File: config.mk
export PLATFORM = sky130hd
export DESIGN_NAME = pl9823_chain_tx
export DESIGN_NICKNAME = d
export VERILOG_FILES = /design/src/rtl/pl9823_chain_tx.sv
export SDC_FILE = /design/constraint.sdc
export NUM_CORES = 1
export LEC_CHECK = 0
export BUFFER_PORTS_ARGS = -buffer_cell sky130_fd_sc_hd__buf_4
export CORE_ASPECT_RATIO = 2
export CORE_MARGIN = 3
export CORE_UTILIZATION = 55
export CTS_CLUSTER_DIAMETER = 100
export DETAILED_ROUTE_END_ITERATION = 10
export GPL_ROUTABILITY_DRIVEN = 1
export PLACE_DENSITY = 0.84
export SLEW_MARGIN = 20
export SYNTH_ARGS = -nofsm -noshare
export SYNTH_HDL_FRONTEND = slang
export SYNTH_SLANG_ARGS = --single-unit
File: constraint.sdc
create_clock -name CLK -period 4 [get_ports CLK]
set_clock_uncertainty 0.15 [all_clocks]
set_input_delay 0.6 -clock CLK [delete_from_list [all_inputs] [get_ports CLK]]
set_output_delay 0.6 -clock CLK [all_outputs]
set_load 0.01 [all_outputs]
File: src/rtl/pl9823_chain_tx.sv
// pl9823_chain_tx -- serial driver for a daisy-chain of PL9823 RGB LEDs.
// Holds one 24-bit {R,G,B} word per LED and, on request, shifts the whole
// chain out MSB first with pulse-width bit encoding, followed by a low latch gap.
// Optional build macro: PL9823_AUTO_REFRESH_EN (continuous refresh, START ignored).
module pl9823_chain_tx #(
  parameter int N_LEDS  = 3,
  parameter int T_BIT   = 86,
  parameter int T0H     = 18,
  parameter int T1H     = 68,
  parameter int T_RESET = 3000,
  parameter int AW      = (N_LEDS > 1) ? $clog2(N_LEDS) : 1
) (
  input  logic          CLK,
  input  logic          RST_N,
  input  logic          WR_EN,
  input  logic [AW-1:0] WR_ADDR,
  input  logic [23:0]   WR_RGB,
  input  logic          START,
  output logic          BUSY,
  output logic          DONE,
  output logic          OUT
);

  localparam int BW = $clog2(T_BIT);
  localparam int LW = $clog2(T_RESET + 1);

  localparam logic [BW-1:0] T0H_W      = BW'(T0H);
  localparam logic [BW-1:0] T1H_W      = BW'(T1H);
  localparam logic [BW-1:0] T_BIT_LAST = BW'(T_BIT - 1);
  localparam logic [LW-1:0] T_RESET_W  = LW'(T_RESET);
  localparam logic [AW-1:0] LED_LAST   = AW'(N_LEDS - 1);
  localparam logic [AW:0]   N_LEDS_CMP = (AW + 1)'(N_LEDS);

  // Timing relations the encoding depends on; reject bad builds early.
  if ((T0H >= T1H) || (T1H >= T_BIT) || (N_LEDS < 1)) begin : g_bad_params
    $error("pl9823_chain_tx: require T0H < T1H < T_BIT and N_LEDS >= 1");
  end

  typedef enum logic [1:0] {
    ST_IDLE  = 2'd0,
    ST_LOAD  = 2'd1,
    ST_BIT   = 2'd2,
    ST_LATCH = 2'd3
  } state_t;

  state_t          state_q;
  logic [23:0]     mem_q [N_LEDS];
  logic [23:0]     shreg_q;
  logic [BW-1:0]   bit_tmr_q;
  logic [4:0]      bit_idx_q;
  logic [AW-1:0]   led_idx_q;
  logic [LW-1:0]   latch_tmr_q;
  logic            out_q;
  logic            busy_q;
  logic            done_q;

  logic [BW-1:0]   hi_len_d;
  logic [AW-1:0]   led_idx_d;

  // High time of the bit currently on the line and index of the next LED word.
  always_comb begin
    hi_len_d  = T0H_W;
    led_idx_d = led_idx_q + {{(AW-1){1'b0}}, 1'b1};
    if (shreg_q[23]) begin
      hi_len_d = T1H_W;
    end else begin
      hi_len_d = T0H_W;
    end
  end

  // Colour buffer: host writes land here in any state; contents survive reset.
  always_ff @(posedge CLK) begin
    if (WR_EN && ({1'b0, WR_ADDR} < N_LEDS_CMP)) begin
      mem_q[WR_ADDR] <= WR_RGB;
    end
  end

  // Frame sequencer: fetch words, time each bit, then hold the latch gap.
  always_ff @(posedge CLK) begin
    if (!RST_N) begin
      state_q     <= ST_LATCH;
      shreg_q     <= 24'h000000;
      bit_tmr_q   <= '0;
      bit_idx_q   <= 5'd0;
      led_idx_q   <= '0;
      latch_tmr_q <= '0;
      out_q       <= 1'b0;
      busy_q      <= 1'b1;
      done_q      <= 1'b0;
    end else begin
      done_q <= 1'b0;
      case (state_q)
        ST_IDLE: begin
          out_q  <= 1'b0;
          busy_q <= 1'b0;
`ifdef PL9823_AUTO_REFRESH_EN
          // Unreachable in refresh mode; recover straight into a frame.
          state_q <= ST_LOAD;
          busy_q  <= 1'b1;
`else
          if (START) begin
            state_q <= ST_LOAD;
            busy_q  <= 1'b1;
          end else begin
            state_q <= ST_IDLE;
          end
`endif
        end
        ST_LOAD: begin
          // Read-before-write: a same-cycle write to LED 0 is seen next frame.
          shreg_q   <= mem_q[0];
          led_idx_q <= '0;
          bit_idx_q <= 5'd23;
          bit_tmr_q <= '0;
          out_q     <= 1'b0;
          state_q   <= ST_BIT;
        end
        ST_BIT: begin
          out_q <= (bit_tmr_q < hi_len_d);
          if (bit_tmr_q == T_BIT_LAST) begin
            bit_tmr_q <= '0;
            if (bit_idx_q == 5'd0) begin
              if (led_idx_q == LED_LAST) begin
                latch_tmr_q <= '0;
                state_q     <= ST_LATCH;
              end else begin
                // Next word fetched on the last cycle of this LED: no gap.
                led_idx_q <= led_idx_d;
                shreg_q   <= mem_q[led_idx_d];
                bit_idx_q <= 5'd23;
              end
            end else begin
              shreg_q   <= {shreg_q[22:0], 1'b0};
              bit_idx_q <= bit_idx_q - 5'd1;
            end
          end else begin
            bit_tmr_q <= bit_tmr_q + {{(BW-1){1'b0}}, 1'b1};
          end
        end
        ST_LATCH: begin
          out_q <= 1'b0;
          if (latch_tmr_q == T_RESET_W) begin
            done_q      <= 1'b1;
            latch_tmr_q <= '0;
`ifdef PL9823_AUTO_REFRESH_EN
            // The DONE cycle doubles as the load cycle of the next frame.
            shreg_q   <= mem_q[0];
            led_idx_q <= '0;
            bit_idx_q <= 5'd23;
            bit_tmr_q <= '0;
            busy_q    <= 1'b1;
            state_q   <= ST_BIT;
`else
            busy_q  <= 1'b0;
            state_q <= ST_IDLE;
`endif
          end else begin
            latch_tmr_q <= latch_tmr_q + {{(LW-1){1'b0}}, 1'b1};
          end
        end
        default: begin
          out_q       <= 1'b0;
          busy_q      <= 1'b1;
          latch_tmr_q <= '0;
          state_q     <= ST_LATCH;
        end
      endcase
    end
  end

  assign OUT  = out_q;
  assign BUSY = busy_q;
  assign DONE = done_q;

endmodule

==> summary.txt, run 1 <==
Status
  – Outcome: complete, no violations

Synthesis
  – Syn_nets: 579
  – Ys Warns: 0
  – Yosys reg bits: 127
  – Post-Syn Area: 5890 µm²
  – Gate Count Post-Synth: 536
  – Post-synthesis average cell area: 11.0 µm²
  – Synth cell types: 63
  – Top post-synthesis cells by area: edfxtp_1 (37%), dfxtp_1 (19%), a21oi_1 (4.6%)
  – Synth Flop Type: edfxtp_1
  – Cell taking the most area after synthesis: edfxtp_1
  – Post-synth EDFFs: 72
  – FFs w/ async S/R, synth: 0%
  – Seq/Total Area, Yosys: 55.4%
  – Yosys top cell area share: 36.7%

Critical path
  – Setup CP Type: flip-flop to flip-flop
  – Crit path DAT: 2870 ps
  – Worst endpoint required time: 4130 ps
  – Critical path fanouts, max: 26
  – CP startpoint kind: flip-flop
  – CP Capture Type: flip-flop

Clocking
  – Post-CTS sizing: 0
  – CTS Buf Count: 17
  – # hold bufs at CTS: 0
  – Clk root buf: clkbuf_16
  – Sink Count: 127
  – Later-pin clock latency in the skew report: 410 ps
  – Worst-path clk slew: 60 ps
  – Longest Clk Path Bufs: 2
  – TritonCTS clock tree: yes
  – Post-CTS Setup Inserts: 0
  – H-Tree Level Count: 4

Floorplanning
  – Die area: 12,100 µm²
  – Die width: 79.2 µm
  – Height of the die: 152 µm
  – FP Rows: 52
  – Core ar.: 10,300 µm²
  – Initial core utilization: 57.3%
  – IO Count: 33

Power
  – Cell area power density: 652 nW/µm²
  – Peak supply drop: 587 µV
  – Pleak: 2.38 nW
  – Total power: 4.43 mW

STA
  – Peak Freq: 365 MHz
  – Slew margin rel.: 43.2%
  – Hold Violations, Final: 0
  – Final setup vio count: 0
  – Slew @ Worst Pin: 850 ps
  – Tcrit/Tclk final: 68.6%
  – Post-Route Setup TNS: 0 ps
  – RSZ-0062 raised after global routing: false
  – Period minus WS final: 2740 ps
  – Max-slew violations: 0

Final layout
  – Number of fill cells: 797
  – Utilization after layout: 66.2%
  – Area Overhead vs Synth: 15.5%
  – Final net count: 601
  – Most common cell after layout, fill and taps aside: edfxtp_1
  – Layout cells sized above 1: 14.7%
  – Ant diodes: 0
  – Area taken by multi-input logic gates: 2410 µm²
  – FF/Latch Area: 3260 µm²
  – Most frequent cells in the layout: edfxtp_1 (72), nor2_1 (61), dfxtp_1 (55)
  – Post-route cell area: 6800 µm²

Route
  – DR pass1 iterations: 5
  – Highest Signal Layer: met4
  – 1st-iter DRT viols: 273
  – Remaining DRCs: 0
  – Routed Antenna Nets: 0
  – Routed vias: 4,486
  – Met2 Routed Length: 7100 µm
  – Post-DR wirelength/cell: 17.8 µm
  – Met1 WL: 4510 µm
  – DR WL met3: 581 µm
  – Drt total wl: 12,600 µm
  – Vias/cell: 6.35

Global route
  – Total grt overflow: 0
  – First-pass GRT wire length: 21,100 µm
  – Largest net degree at the start of global routing: 50
  – Initial antenna violation count: 0
  – Vias in the first global route: 4,585
  – Gr usage total: 22.2%

Place
  – PortBufs: 32
  – Dpl hpwl: 8160 µm
  – Placed cell area: 6210 µm²
  – Routability Congestion: 0.869

Hold path
  – Hold crit path type: input pin to flip-flop

Run
  – Max Cap Violations: 0
## cells by family after synthesis
| logic type | synth area share [%] |
|---|---|
| adder cells (fa/ha/maj) | 2.76 |
| XOR/XNOR | 0.892 |
| flip-flops | 55.4 |
| multiplexers | 4.25 |
| buffers and inverters | 4.21 |
| AND/OR/NAND/NOR | 13.9 |
| AO/OA/AOI/OAI | 18.6 |
## layout make-up
cell class	count	area share, %
Sequential cell	127	48.0
Multi-Input combinational cell	355	35.4
Clock buffer	17	6.25
Timing Repair Buffer	42	4.63
Tap cell	135	2.48
Clock inverter	15	2.43
Inverter	15	0.828
## layer usage
metal / up-vias / track usage [%]
li1: 2098 / -
met1: 2192 / 23.2
met2: 159 / 40.1
met3: 37 / 5.56
met4: 0 / 10.7
met5: - / 0
## sequential cells by signal (all words and copies together), names as in the netlist
| name | flops |
|---|---|
| DONE | 1 |
| bit_tmr_q | 7 |
| shreg_q | 24 |
| BUSY | 1 |
| OUT | 1 |
| led_idx_q | 2 |
| mem_q | 72 |
| bit_idx_q | 5 |
| latch_tmr_q | 12 |
| state_q | 2 |
## path summary, 6_finish.rpt
path                                    from           end  slack (ps)  cells past startpoint
worst max-delay path            bit_idx_q[0]   shreg_q[14]        1260                      7
worst min-delay path               WR_RGB[7]   mem_q[2][7]         220                      1
worst max register to register  bit_idx_q[0]   shreg_q[14]        1260                      7
worst min register to register  led_idx_q[1]  led_idx_q[1]         320                      2
## worst max-delay path: stages (launching register included)
cell,delay (ps)
dfxtp_1,320
inv_1,90
ha_1,240
or4b_1,540
o211ai_4,570
buf_4,390
a221o_1,220
a21oi_1,70
## power breakdown
part | switching, mW | total (mW) | leakage, nW | internal (mW)
sequential | 0.105 | 1.64 | 1.11 | 1.53
clock | 0.646 | 1.53 | 0.287 | 0.888
combinational | 0.802 | 1.26 | 0.988 | 0.460
total | 1.55 | 4.43 | 2.38 | 2.88
## Yosys cell counts (4+ instances only)
| cell type | count |
|---|---|
| a22oi_1 | 4 |
| buf_6 | 4 |
| nand2_1 | 27 |
| edfxtp_1 | 72 |
| mux2i_1 | 25 |
| nand3_1 | 29 |
| o221ai_1 | 4 |
| a21oi_1 | 54 |
| buf_2 | 9 |
| nand3b_1 | 7 |
| nand4b_1 | 4 |
| o21ai_0 | 5 |
| inv_1 | 14 |
| a221o_1 | 23 |
| o22ai_1 | 6 |
| nand4_1 | 7 |
| nor2_1 | 62 |
| or3_1 | 6 |
| clkbuf_1 | 22 |
| a211oi_1 | 4 |
| a211o_1 | 25 |
| dfxtp_1 | 55 |
| ha_1 | 13 |
## per-stage QoR
stage,std cells,hold WS (ps),worst slack (ps)
after CTS,706,205,1280
after global routing,706,200,1070
after global placement,674,297,1440
after floorplan,536,286,981
final,706,220,1260
after detailed placement,674,308,1330
No activity file was read; power rests on OpenSTA's default activity.
==> run 2: changes to the inputs <==
--- a/config.mk
+++ b/config.mk
@@ -5,6 +5,7 @@
 export SDC_FILE = /design/constraint.sdc
 export NUM_CORES = 1
 export LEC_CHECK = 0
+export ABC_AREA = 1
 export BUFFER_PORTS_ARGS = -buffer_cell sky130_fd_sc_hd__buf_4
 export CORE_ASPECT_RATIO = 2
 export CORE_MARGIN = 3
@@ -12,7 +13,7 @@
 export CTS_CLUSTER_DIAMETER = 100
 export DETAILED_ROUTE_END_ITERATION = 10
 export GPL_ROUTABILITY_DRIVEN = 1
-export PLACE_DENSITY = 0.84
+export PLACE_DENSITY = 0.87
 export SLEW_MARGIN = 20
 export SYNTH_ARGS = -nofsm -noshare
 export SYNTH_HDL_FRONTEND = slang
==> constraint.sdc (replaced) <==
create_clock -name CLK -period 2.5 [get_ports CLK]
set_clock_uncertainty 0.15 [all_clocks]
set_input_delay 0.375 -clock CLK [delete_from_list [all_inputs] [get_ports CLK]]
set_output_delay 0.375 -clock CLK [all_outputs]
set_load 0.01 [all_outputs]
==> run 2 against run 1 <==
  * Routed wire length increased by 6.8%
  * Core utilization grew 1.5 points
  * Synthesized area shrank 0.66%
==> summary.txt, run 2 <==
Critical path
  – Worst R2R End: latch_tmr_q[9]
  – RR Startpoint: state_q[0]
  – Critical Path Source: state_q[0]
  – CP endpoint: latch_tmr_q[9]
  – Worst endpoint required time: 2650 ps
  – Reg2Reg Setup Slack: 280 ps
  – Critical path fanouts, max: 13
  – Crit path DAT: 2370 ps
  – Cells on worst reg2reg path: 8
  – Setup CP Type: flip-flop to flip-flop
  – CP startpoint kind: flip-flop
  – CP Capture Type: flip-flop

Synthesis
  – Gate Count Post-Synth: 667
  – Seq/Total Area, Yosys: 55.8%
  – Most common cell in the synthesized netlist: nand2_1
  – Synth Flop Type: edfxtp_1
  – Post-Syn Area: 5850 µm²
  – Cell taking the most area after synthesis: edfxtp_1
  – Post-synth EDFFs: 72
  – Yosys reg bits: 127
  – Yosys top cell area share: 37.0%
  – FFs w/ async S/R, synth: 0%
  – Syn_nets: 710
  – Ys Warns: 0
  – Top post-synthesis cells by area: edfxtp_1 (37%), dfxtp_1 (19%), nand2_1 (10%)
  – Post-synthesis average cell area: 8.77 µm²
  – Top cells by count, synth: nand2_1 (162), nor2_1 (111), edfxtp_1 (72)
  – Synth cell types: 38

Hold path
  – Hold crit path type: input pin to flip-flop
  – Hold Crit Depth: 1

Floorplanning
  – Initial core utilization: 56.9%
  – Core ar.: 10,300 µm²
  – Height of the die: 152 µm
  – Die area: 12,000 µm²
  – Die width: 78.9 µm
  – FP Rows: 52
  – IO Count: 33

Final layout
  – Most common cell after layout, fill and taps aside: nand2_1
  – Final net count: 762
  – Most flops, register: mem_q
  – Ant diodes: 0
  – Largest regs: mem_q (72), shreg_q (24), latch_tmr_q (12)
  – Fin cells: 867
  – Area Overhead vs Synth: 19.0%
  – Most frequent cells in the layout: nand2_1 (162), nor2_1 (110), edfxtp_1 (72)
  – Largest register FFs: 72
  – Post-route cell area: 6960 µm²
  – Utilization after layout: 67.7%
  – Layout cells sized above 1: 12.7%

STA
  – Max-slew violations: 0
  – Hold Violations, Final: 0
  – Peak Freq: 450 MHz
  – Slew @ Worst Pin: 568 ps
  – Final setup vio count: 0
  – Min Hold Slack: 7.67 ps
  – Slew margin rel.: 62.1%
  – Post-Route Setup TNS: 0 ps
  – RSZ-0062 raised after global routing: false
  – Tcrit/Tclk final: 89.0%
  – Period minus WS final: 2220 ps

Route
  – Drt total wl: 13,400 µm
  – DR pass1 iterations: 5
  – 1st-iter DRT viols: 270
  – Routed vias: 4,755
  – Remaining DRCs: 0
  – Vias/cell: 5.48
  – Routed Antenna Nets: 0
  – Post-DR wirelength/cell: 15.5 µm

Place
  – Dpl hpwl: 8390 µm
  – Placed cell area: 6180 µm²
  – Routability Congestion: 0.844
  – Dpl cells: 816
  – PortBufs: 32

Status
  – Outcome: complete, no violations

Clocking
  – Clk root buf: clkbuf_16
  – Post-CTS sizing: 0
  – Sink Count: 127
  – CTS Buf Count: 17
  – Longest Clk Path Bufs: 2
  – Later-pin clock latency in the skew report: 420 ps
  – H-Tree Level Count: 4
  – Worst-path clk slew: 60 ps
  – TritonCTS clock tree: yes

Global route
  – Gr usage total: 23.5%
  – Largest net degree at the start of global routing: 34
  – Initial antenna violation count: 0
  – First-pass GRT wire length: 21,900 µm
  – Vias in the first global route: 4,894
  – Total grt overflow: 0

Power
  – Switching pwr: 0.996 mW
  – Clock power share: 49.9%
  – Cell area power density: 709 nW/µm²
  – Int Power: 3.94 mW
  – Sw Ratio: 20.2%
  – Peak supply drop: 737 µV
  – Pleak: 2.76 nW
  – Sequential Power Share: 46.6%
  – Gate power share: 3.4%

Run
  – Max Cap Violations: 0
-- run 2: repair_timing --
| item | CTS | global route |
|---|---|---|
| endpoints found under the setup margin | 0 | 0 |
| hold buffers | 19 | 0 |
| endpoints found under the hold margin | 51 | 0 |
| buffers inserted | 0 | 0 |
-- run 2: worst min-delay path by stage --
stage | to | slack (ps) | startpoint
floorplan | shreg_q[0] | 290 | shreg_q[0]
global placement | led_idx_q[1] | 300 | led_idx_q[1]
detailed placement | bit_idx_q[4] | 320 | bit_idx_q[4]
CTS | mem_q[2][6] | 0.4 | WR_RGB[6]
global route | mem_q[2][6] | 0.3 | WR_RGB[6]
finish | mem_q[0][18] | 8 | WR_RGB[18]
-- run 2: power by group through the flow --
stage / clock network, mW / registers [mW] / logic (mW)
2_1_floorplan: 0 / 2.34 / 0.0703
3_3_place_gp: 0 / 2.34 / 0.135
3_5_place_dp: 0 / 2.34 / 0.141
4_1_cts: 2.47 / 2.30 / 0.167
5_1_grt: 2.56 / 2.30 / 0.189
6_report: 2.46 / 2.30 / 0.170
-- run 2: cell type report --
| cell class | instances | area (µm²) |
|---|---|---|
| flip-flops and latches | 127 | 3260 |
| inverters | 46 | 175 |
| repair buffers | 59 | 490 |
| clock inverters | 11 | 140 |
| well taps | 135 | 169 |
| multi-input cells | 468 | 2270 |
| fillers | 797 | 3320 |
| clock buffers | 21 | 450 |
-- run 2: cell families (layout without fill, tap and decap cells) --
group           Yosys count  count (layout)  synth area share, %
simple gates            348             348                 25.6
fa+ha+maj                13              13                 2.78
flops                   127             127                 55.8
xor+xnor                  2               2                0.299
compound gates          105             105                 9.71
buf+inv                  72             137                 5.82
-- run 2: worst max-delay path, stage by stage, from the launching register on --
cell and delay [ps]:
dfxtp_1 400, inv_1 90, ha_1 330, o21ai_2 360
nand3_4 220, inv_1 230, nand2_1 130, nand2_1 150
a21oi_1 60
-- run 2: stage by stage --
stage | power, mW | setup slack [ps]
2_1_floorplan | 2.41 | 425
3_3_place_gp | 2.47 | 322
3_5_place_dp | 2.48 | 261
6_report | 4.93 | 276
4_1_cts | 4.94 | 247
5_1_grt | 5.06 | 72.5
-- run 2: layer usage --
| metal | GRT usage [%] | wire (µm) | up-vias |
|---|---|---|---|
| met4 | 13.4 | 471 | 0 |
| met2 | 43.3 | 7640 | 164 |
| met1 | 23.1 | 4630 | 2229 |
| met3 | 5.39 | 680 | 36 |
| li1 | - | - | 2326 |
| met5 | 0 | 0 | - |
